--- src/rtl/alu_arbiter.sv ---
// alu_arbiter
// Shares one external 16-bit combinational ALU between two requesters
// (req0 = execute stage, req1 = address/branch helper). One operation is in
// flight at a time: IDLE accepts a request, EXEC lets the ALU settle on the
// registered operands, RESP holds the captured result until it is consumed.
//
// Build option: define ALU_ARB_RR_EN for round-robin arbitration between the
// two requesters; leave it undefined for fixed priority (req0 wins a tie).
module alu_arbiter #(
    parameter int OPERAND_WIDTH = 16
) (
    input  logic                     clk,
    input  logic                     rst,

    input  logic                     req0_valid,
    output logic                     req0_ready,
    input  logic [4:0]               req0_opcode,
    input  logic [1:0]               req0_funct,
    input  logic [OPERAND_WIDTH-1:0] req0_a,
    input  logic [OPERAND_WIDTH-1:0] req0_b,

    input  logic                     req1_valid,
    output logic                     req1_ready,
    input  logic [4:0]               req1_opcode,
    input  logic [1:0]               req1_funct,
    input  logic [OPERAND_WIDTH-1:0] req1_a,
    input  logic [OPERAND_WIDTH-1:0] req1_b,

    output logic [4:0]               alu_opcode,
    output logic [1:0]               alu_funct,
    output logic [OPERAND_WIDTH-1:0] alu_a,
    output logic [OPERAND_WIDTH-1:0] alu_b,
    input  logic [OPERAND_WIDTH-1:0] alu_result,

    output logic                     rsp_valid,
    input  logic                     rsp_ready,
    output logic                     rsp_id,
    output logic [OPERAND_WIDTH-1:0] rsp_data
);

    localparam int OW = OPERAND_WIDTH;
    localparam int NREQ = 2;

    localparam logic [1:0] ST_IDLE = 2'd0;
    localparam logic [1:0] ST_EXEC = 2'd1;
    localparam logic [1:0] ST_RESP = 2'd2;

    // Requester channels gathered into arrays so arbitration and muxing
    // can index by requester id.
    logic [NREQ-1:0] req_valid;
    logic [4:0]      req_opcode [NREQ];
    logic [1:0]      req_funct  [NREQ];
    logic [OW-1:0]   req_a      [NREQ];
    logic [OW-1:0]   req_b      [NREQ];
    logic [NREQ-1:0] req_ready;

    assign req_valid     = {req1_valid, req0_valid};
    assign req_opcode[0] = req0_opcode;
    assign req_opcode[1] = req1_opcode;
    assign req_funct[0]  = req0_funct;
    assign req_funct[1]  = req1_funct;
    assign req_a[0]      = req0_a;
    assign req_a[1]      = req1_a;
    assign req_b[0]      = req0_b;
    assign req_b[1]      = req1_b;
    assign req0_ready    = req_ready[0];
    assign req1_ready    = req_ready[1];

    // State registers and their next-state values
    logic [1:0]    state_q, state_d;
    logic [4:0]    alu_opcode_q, alu_opcode_d;
    logic [1:0]    alu_funct_q, alu_funct_d;
    logic [OW-1:0] alu_a_q, alu_a_d;
    logic [OW-1:0] alu_b_q, alu_b_d;
    logic          rsp_valid_q, rsp_valid_d;
    logic          rsp_id_q, rsp_id_d;
    logic [OW-1:0] rsp_data_q, rsp_data_d;

    logic [NREQ-1:0] grant;
    logic            accept_any;
    logic            accept_id;

`ifdef ALU_ARB_RR_EN
    // Pointer names the requester preferred on a tie; it flips away from
    // whoever was just served so both sides make progress.
    logic ptr_q, ptr_d;

    // Round-robin grant: a lone requester always wins, a tie goes to ptr_q.
    always_comb begin
        grant = '0;
        if (&req_valid) begin
            grant[ptr_q] = 1'b1;
        end else begin
            grant = req_valid;
        end
    end

    // Pointer update on every accepted request.
    always_comb begin
        ptr_d = ptr_q;
        if (accept_any) begin
            ptr_d = ~accept_id;
        end
    end

    // Pointer register.
    always_ff @(posedge clk) begin
        if (rst) begin
            ptr_q <= 1'b0;
        end else begin
            ptr_q <= ptr_d;
        end
    end
`else
    // Fixed-priority grant: req0 wins whenever it is valid.
    always_comb begin
        grant    = '0;
        grant[0] = req_valid[0];
        grant[1] = req_valid[1] & ~req_valid[0];
    end
`endif

    // Ready is only offered while idle, and only to the granted requester.
    for (genvar gi = 0; gi < NREQ; gi++) begin : g_ready
        assign req_ready[gi] = (state_q == ST_IDLE) & grant[gi];
    end

    assign accept_any = |req_ready;
    assign accept_id  = req_ready[1];

    // Next-state logic for the IDLE -> EXEC -> RESP -> IDLE sequence.
    always_comb begin
        state_d      = state_q;
        alu_opcode_d = alu_opcode_q;
        alu_funct_d  = alu_funct_q;
        alu_a_d      = alu_a_q;
        alu_b_d      = alu_b_q;
        rsp_valid_d  = rsp_valid_q;
        rsp_id_d     = rsp_id_q;
        rsp_data_d   = rsp_data_q;
        case (state_q)
            ST_IDLE: begin
                // ALU inputs only change on an accept, so the ALU sees the
                // previous operation's operands while nothing is pending.
                if (accept_any) begin
                    alu_opcode_d = req_opcode[accept_id];
                    alu_funct_d  = req_funct[accept_id];
                    alu_a_d      = req_a[accept_id];
                    alu_b_d      = req_b[accept_id];
                    rsp_id_d     = accept_id;
                    state_d      = ST_EXEC;
                end
            end
            ST_EXEC: begin
                // ALU has had a full cycle on registered inputs; sample it.
                rsp_data_d  = alu_result;
                rsp_valid_d = 1'b1;
                state_d     = ST_RESP;
            end
            ST_RESP: begin
                if (rsp_ready) begin
                    rsp_valid_d = 1'b0;
                    state_d     = ST_IDLE;
                end
            end
            default: begin
                rsp_valid_d = 1'b0;
                state_d     = ST_IDLE;
            end
        endcase
    end

    // Registered state; reset drops any in-flight operation.
    always_ff @(posedge clk) begin
        if (rst) begin
            state_q      <= ST_IDLE;
            alu_opcode_q <= '0;
            alu_funct_q  <= '0;
            alu_a_q      <= '0;
            alu_b_q      <= '0;
            rsp_valid_q  <= 1'b0;
            rsp_id_q     <= 1'b0;
            rsp_data_q   <= '0;
        end else begin
            state_q      <= state_d;
            alu_opcode_q <= alu_opcode_d;
            alu_funct_q  <= alu_funct_d;
            alu_a_q      <= alu_a_d;
            alu_b_q      <= alu_b_d;
            rsp_valid_q  <= rsp_valid_d;
            rsp_id_q     <= rsp_id_d;
            rsp_data_q   <= rsp_data_d;
        end
    end

    assign alu_opcode = alu_opcode_q;
    assign alu_funct  = alu_funct_q;
    assign alu_a      = alu_a_q;
    assign alu_b      = alu_b_q;
    assign rsp_valid  = rsp_valid_q;
    assign rsp_id     = rsp_id_q;
    assign rsp_data   = rsp_data_q;

endmodule

--- config.mk ---
export PLATFORM = sky130hd
export DESIGN_NAME = alu_arbiter
export DESIGN_NICKNAME = d
export VERILOG_FILES = /design/src/rtl/alu_arbiter.sv
export SDC_FILE = /design/constraint.sdc
export NUM_CORES = 1
export LEC_CHECK = 0
export ABC_AREA = 1
export CAP_MARGIN = 0
export CELL_PAD_IN_SITES_DETAIL_PLACEMENT = 1
export CELL_PAD_IN_SITES_GLOBAL_PLACEMENT = 2
export CORE_MARGIN = 2
export CORE_UTILIZATION = 20
export CTS_CLUSTER_DIAMETER = 200
export DETAILED_ROUTE_END_ITERATION = 16
export PLACE_DENSITY_LB_ADDON = 0.1
export SLEW_MARGIN = 20
export SYNTH_ARGS = -nofsm -noshare
export SYNTH_HDL_FRONTEND = slang
export SYNTH_SLANG_ARGS = --single-unit
--- constraint.sdc ---
create_clock -name clk -period 2.3 [get_ports clk]
set_input_delay 0.69 -clock clk [delete_from_list [all_inputs] [get_ports clk]]
set_output_delay 0.69 -clock clk [all_outputs]
set_load 0.02 [all_outputs]
==> impl_metrics.xml <==
<?xml version="1.0" encoding="UTF-8"?>
<metrics>
  <group name="die">
    <metric name="die_height" unit="um">122</metric>
    <metric name="design.portCount" unit="">158</metric>
    <metric name="chipWidth" unit="um">122</metric>
    <metric name="start_util" unit="">0.202</metric>
    <metric name="design.core.area" unit="um2">13800</metric>
    <metric name="fp.dieArea" unit="um2">14900</metric>
    <metric name="rows" unit="">43</metric>
  </group>
  <group name="placed_design">
    <metric name="globalplace.congestion" unit="">0.679</metric>
    <metric name="port-buffer-count" unit="">157</metric>
    <metric name="place_area" unit="um2">4570</metric>
    <metric name="dpl.hpwl" unit="mm">7.30</metric>
  </group>
  <group name="clock_tree">
    <metric name="clock_sink_count" unit="">59</metric>
    <metric name="path_clk_slew" unit="ns">0.05</metric>
    <metric name="cts_tree" unit="">done</metric>
    <metric name="clkLatencyLatePin" unit="ns">0.33</metric>
    <metric name="cts-root-to-sink-buffers" unit="">2</metric>
    <metric name="cts_setup_buffers" unit="">0</metric>
    <metric name="clock_tree.htree_level_count" unit="">3</metric>
    <metric name="clk_root_buffer_cell" unit="">clkbuf_16</metric>
    <metric name="tritoncts_buffers" unit="">9</metric>
  </group>
  <group name="setup_path">
    <metric name="critPathLaunch" unit="">req0_valid</metric>
    <metric name="rr_startpoint" unit="">state_q[1]$_SDFFE_PP0P_</metric>
    <metric name="critPathLaunchType" unit="">input pin</metric>
    <metric name="path_cells" unit="">dlygate4sd2_1 &gt; buf_6 &gt; nor2_4 &gt; nand2_2 &gt; inv_1 &gt; buf_4</metric>
    <metric name="worstPathMaxFanout" unit="">2</metric>
    <metric name="worstSetupEndpointType" unit="">primary output</metric>
    <metric name="critical_setup_path_kind" unit="">input pin to primary output</metric>
    <metric name="timing.critical_path.slowest_cell_delay" unit="ns">0.25</metric>
    <metric name="crit_path_top_delay_cell" unit="">dlygate4sd2_1</metric>
    <metric name="worst-endpoint-required" unit="ns">1.61</metric>
    <metric name="arrival" unit="ns">1.43</metric>
  </group>
  <group name="global_routing">
    <metric name="grt_first_pass_wirelength" unit="mm">16.2</metric>
    <metric name="globalRouteMet2Util" unit="">0.228</metric>
    <metric name="globalRoute.totalOverflow" unit="">0</metric>
    <metric name="vias_in_the_first_global_route" unit="">3187</metric>
    <metric name="grt_usage" unit="">0.141</metric>
    <metric name="antenna_found_initial" unit="">0</metric>
    <metric name="largest_net_degree_at_the_start_of_global_routing" unit="">44</metric>
    <metric name="grt_util_met3" unit="">0.0449</metric>
    <metric name="globalRoute.busiestLayer" unit="">met2</metric>
    <metric name="globalRouteMet1Util" unit="">0.172</metric>
  </group>
  <group name="power">
    <metric name="design_power_total" unit="mW">3.71</metric>
    <metric name="p_per_area" unit="nW/um2">758</metric>
    <metric name="vdd_drop_max" unit="uV">242</metric>
    <metric name="leakagePower" unit="nW">2.28</metric>
  </group>
  <group name="detailed_routing">
    <metric name="avgViaCountPerCell" unit="">4.16</metric>
    <metric name="detail-route-antenna-nets" unit="">0</metric>
    <metric name="detailedRoute.firstIterationViolations" unit="">61</metric>
    <metric name="detailroute.via_count" unit="">3186</metric>
    <metric name="number_of_iterations_in_the_first_detailed_routing_pass" unit="">3</metric>
    <metric name="post-route-drc-count" unit="">0</metric>
    <metric name="detail_route.wl_per_cell" unit="um">13.4</metric>
    <metric name="finalWirelength" unit="mm">10.3</metric>
  </group>
  <group name="sta">
    <metric name="timing.final.hold_violations" unit="">0</metric>
    <metric name="worst_slew_pin_slew" unit="ns">0.512</metric>
    <metric name="finalCritPeriodShare" unit="">0.923</metric>
    <metric name="report.final.slew_viol_count" unit="">0</metric>
    <metric name="relSlewSlack" unit="">0.657</metric>
    <metric name="grt_setup_unrepaired" unit="">false</metric>
    <metric name="achievable-frequency" unit="MHz">471</metric>
    <metric name="worst_clock_skew" unit="ns">0.00471</metric>
    <metric name="layout_min_cycle_time" unit="ns">2.12</metric>
    <metric name="setup_viol" unit="">0</metric>
  </group>
  <group name="hold_path">
    <metric name="hold_path.class" unit="">register to register</metric>
    <metric name="worst_hold_startpoint" unit="">rsp_valid$_SDFFE_PP0P_</metric>
  </group>
  <group name="synthesis">
    <metric name="instance_count_of_the_mapped_netlist" unit="">428</metric>
    <metric name="synthDistinctLibCells" unit="">18</metric>
    <metric name="mappedNetlistArea" unit="um2">2790</metric>
    <metric name="synth.net_count" unit="">527</metric>
    <metric name="synth_warnings" unit="">0</metric>
    <metric name="postSynthRegisterBits" unit="">59</metric>
    <metric name="synth-seq-area-share" unit="">0.424</metric>
    <metric name="post_synth.cell_area_avg" unit="um2">6.52</metric>
  </group>
  <group name="outcome">
    <metric name="status" unit="">finished, final reports clean</metric>
  </group>
  <group name="run">
    <metric name="maxCapViolCount" unit="">0</metric>
  </group>
  <group name="finish">
    <metric name="antenna_cells_inserted" unit="">0</metric>
    <metric name="nets" unit="">679</metric>
    <metric name="syn2layout_area_growth" unit="%">75.5</metric>
    <metric name="final_design_area_no_fill" unit="um2">4900</metric>
    <metric name="final_layout_size_suffix_gt1_frac" unit="">0.0632</metric>
    <metric name="most-common-layout-cells" unit="">clkdlybuf4s50_1, inv_1, nand2_1, nand3_1, dfxtp_1</metric>
    <metric name="most_common_cell_after_layout_fill_and_taps_aside" unit="">clkdlybuf4s50_1</metric>
  </group>
</metrics>
final cells by class:
class / count / area, um2
clock buffer: 11 / 253
multi-input combinational: 257 / 1180
tap: 180 / 225
fill: 1722 / 8880
timing repair buffer: 169 / 1670
clock inverter: 5 / 75.1
inverter: 84 / 315
sequential: 59 / 1180
repair_timing:
item / 4_1_cts / 5_1_grt
hold endpoints to repair: 0 / 0
pin swaps: 0 / 0
hold buffers: 0 / 0
endpoints found under the setup margin: 2 / 1
resized for setup: 12 / 1
cell usage after synthesis (all sizes together):
| cell | instances | area share |
|---|---|---|
| nand2 | 82 | 0.11 |
| inv | 83 | 0.11 |
| o21ai | 17 | 0.032 |
| nor3b | 1 | 0.0027 |
| nand3 | 78 | 0.14 |
| nand3b | 1 | 0.0027 |
| dfxtp | 59 | 0.42 |
| clkinv | 1 | 0.0013 |
| nor2 | 36 | 0.052 |
| clkbuf | 13 | 0.017 |
| a21oi | 42 | 0.075 |
| buf | 15 | 0.031 |
logic make-up after synthesis:
family,synth area share
and+or+nand+nor,0.308
AOI/OAI and AO/OA,0.107
buffers and inverters,0.162
DFF,0.424
layer usage:
| metal | up-vias | part of all wire |
|---|---|---|
| met1 | 1459 | 0.46 |
| li1 | 1622 | - |
| met4 | 0 | 0.016 |
| met5 | - | 0 |
| met2 | 93 | 0.45 |
| met3 | 12 | 0.079 |
worst paths after layout:
check	slack, ns	to	depth (start not counted)
worst max-delay path	0.18	req1_ready	6
worst max register to register	0.47	alu_b[13]$_SDFFE_PP0P_	8
worst min-delay path	0.46	rsp_valid$_SDFFE_PP0P_	2
worst min register to register	0.46	rsp_valid$_SDFFE_PP0P_	2
stage by stage:
| step | TNS (ns) | instances | hold slack [ns] | setup slack, ns | util |
|---|---|---|---|---|---|
| global placement | -0.866 | 749 | 0.447 | -0.497 | 0.332 |
| CTS | 0 | 765 | 0.464 | 0.00666 | 0.355 |
| floorplan | 0 | 428 | 0.536 | 0.263 | - |
| detailed placement | -0.858 | 749 | 0.456 | -0.489 | 0.332 |
| finish | 0 | 765 | 0.463 | 0.178 | 0.355 |
| global route | 0 | 765 | 0.475 | 0.121 | 0.355 |
worst max-delay path: cells and delay by family:
| kind | cells | cell delay [ns] |
|---|---|---|
| and+or+nand+nor | 2 | 0.17 |
| buffers and inverters | 4 | 0.57 |
power breakdown:
part	internal (mW)	switching (mW)	total, mW
sequential	1.14	0.0609	1.21
clock	1.00	0.471	1.47
combinational	0.494	0.542	1.04
total	2.64	1.07	3.71
state kept, by name, summed over array words and instances, names as in the netlist:
signal,count
alu_a,16
alu_b,16
alu_funct,2
alu_opcode,5
rsp_data,16
rsp_id,1
rsp_valid,1
state_q,2
Power figures use the tool's default switching activity.
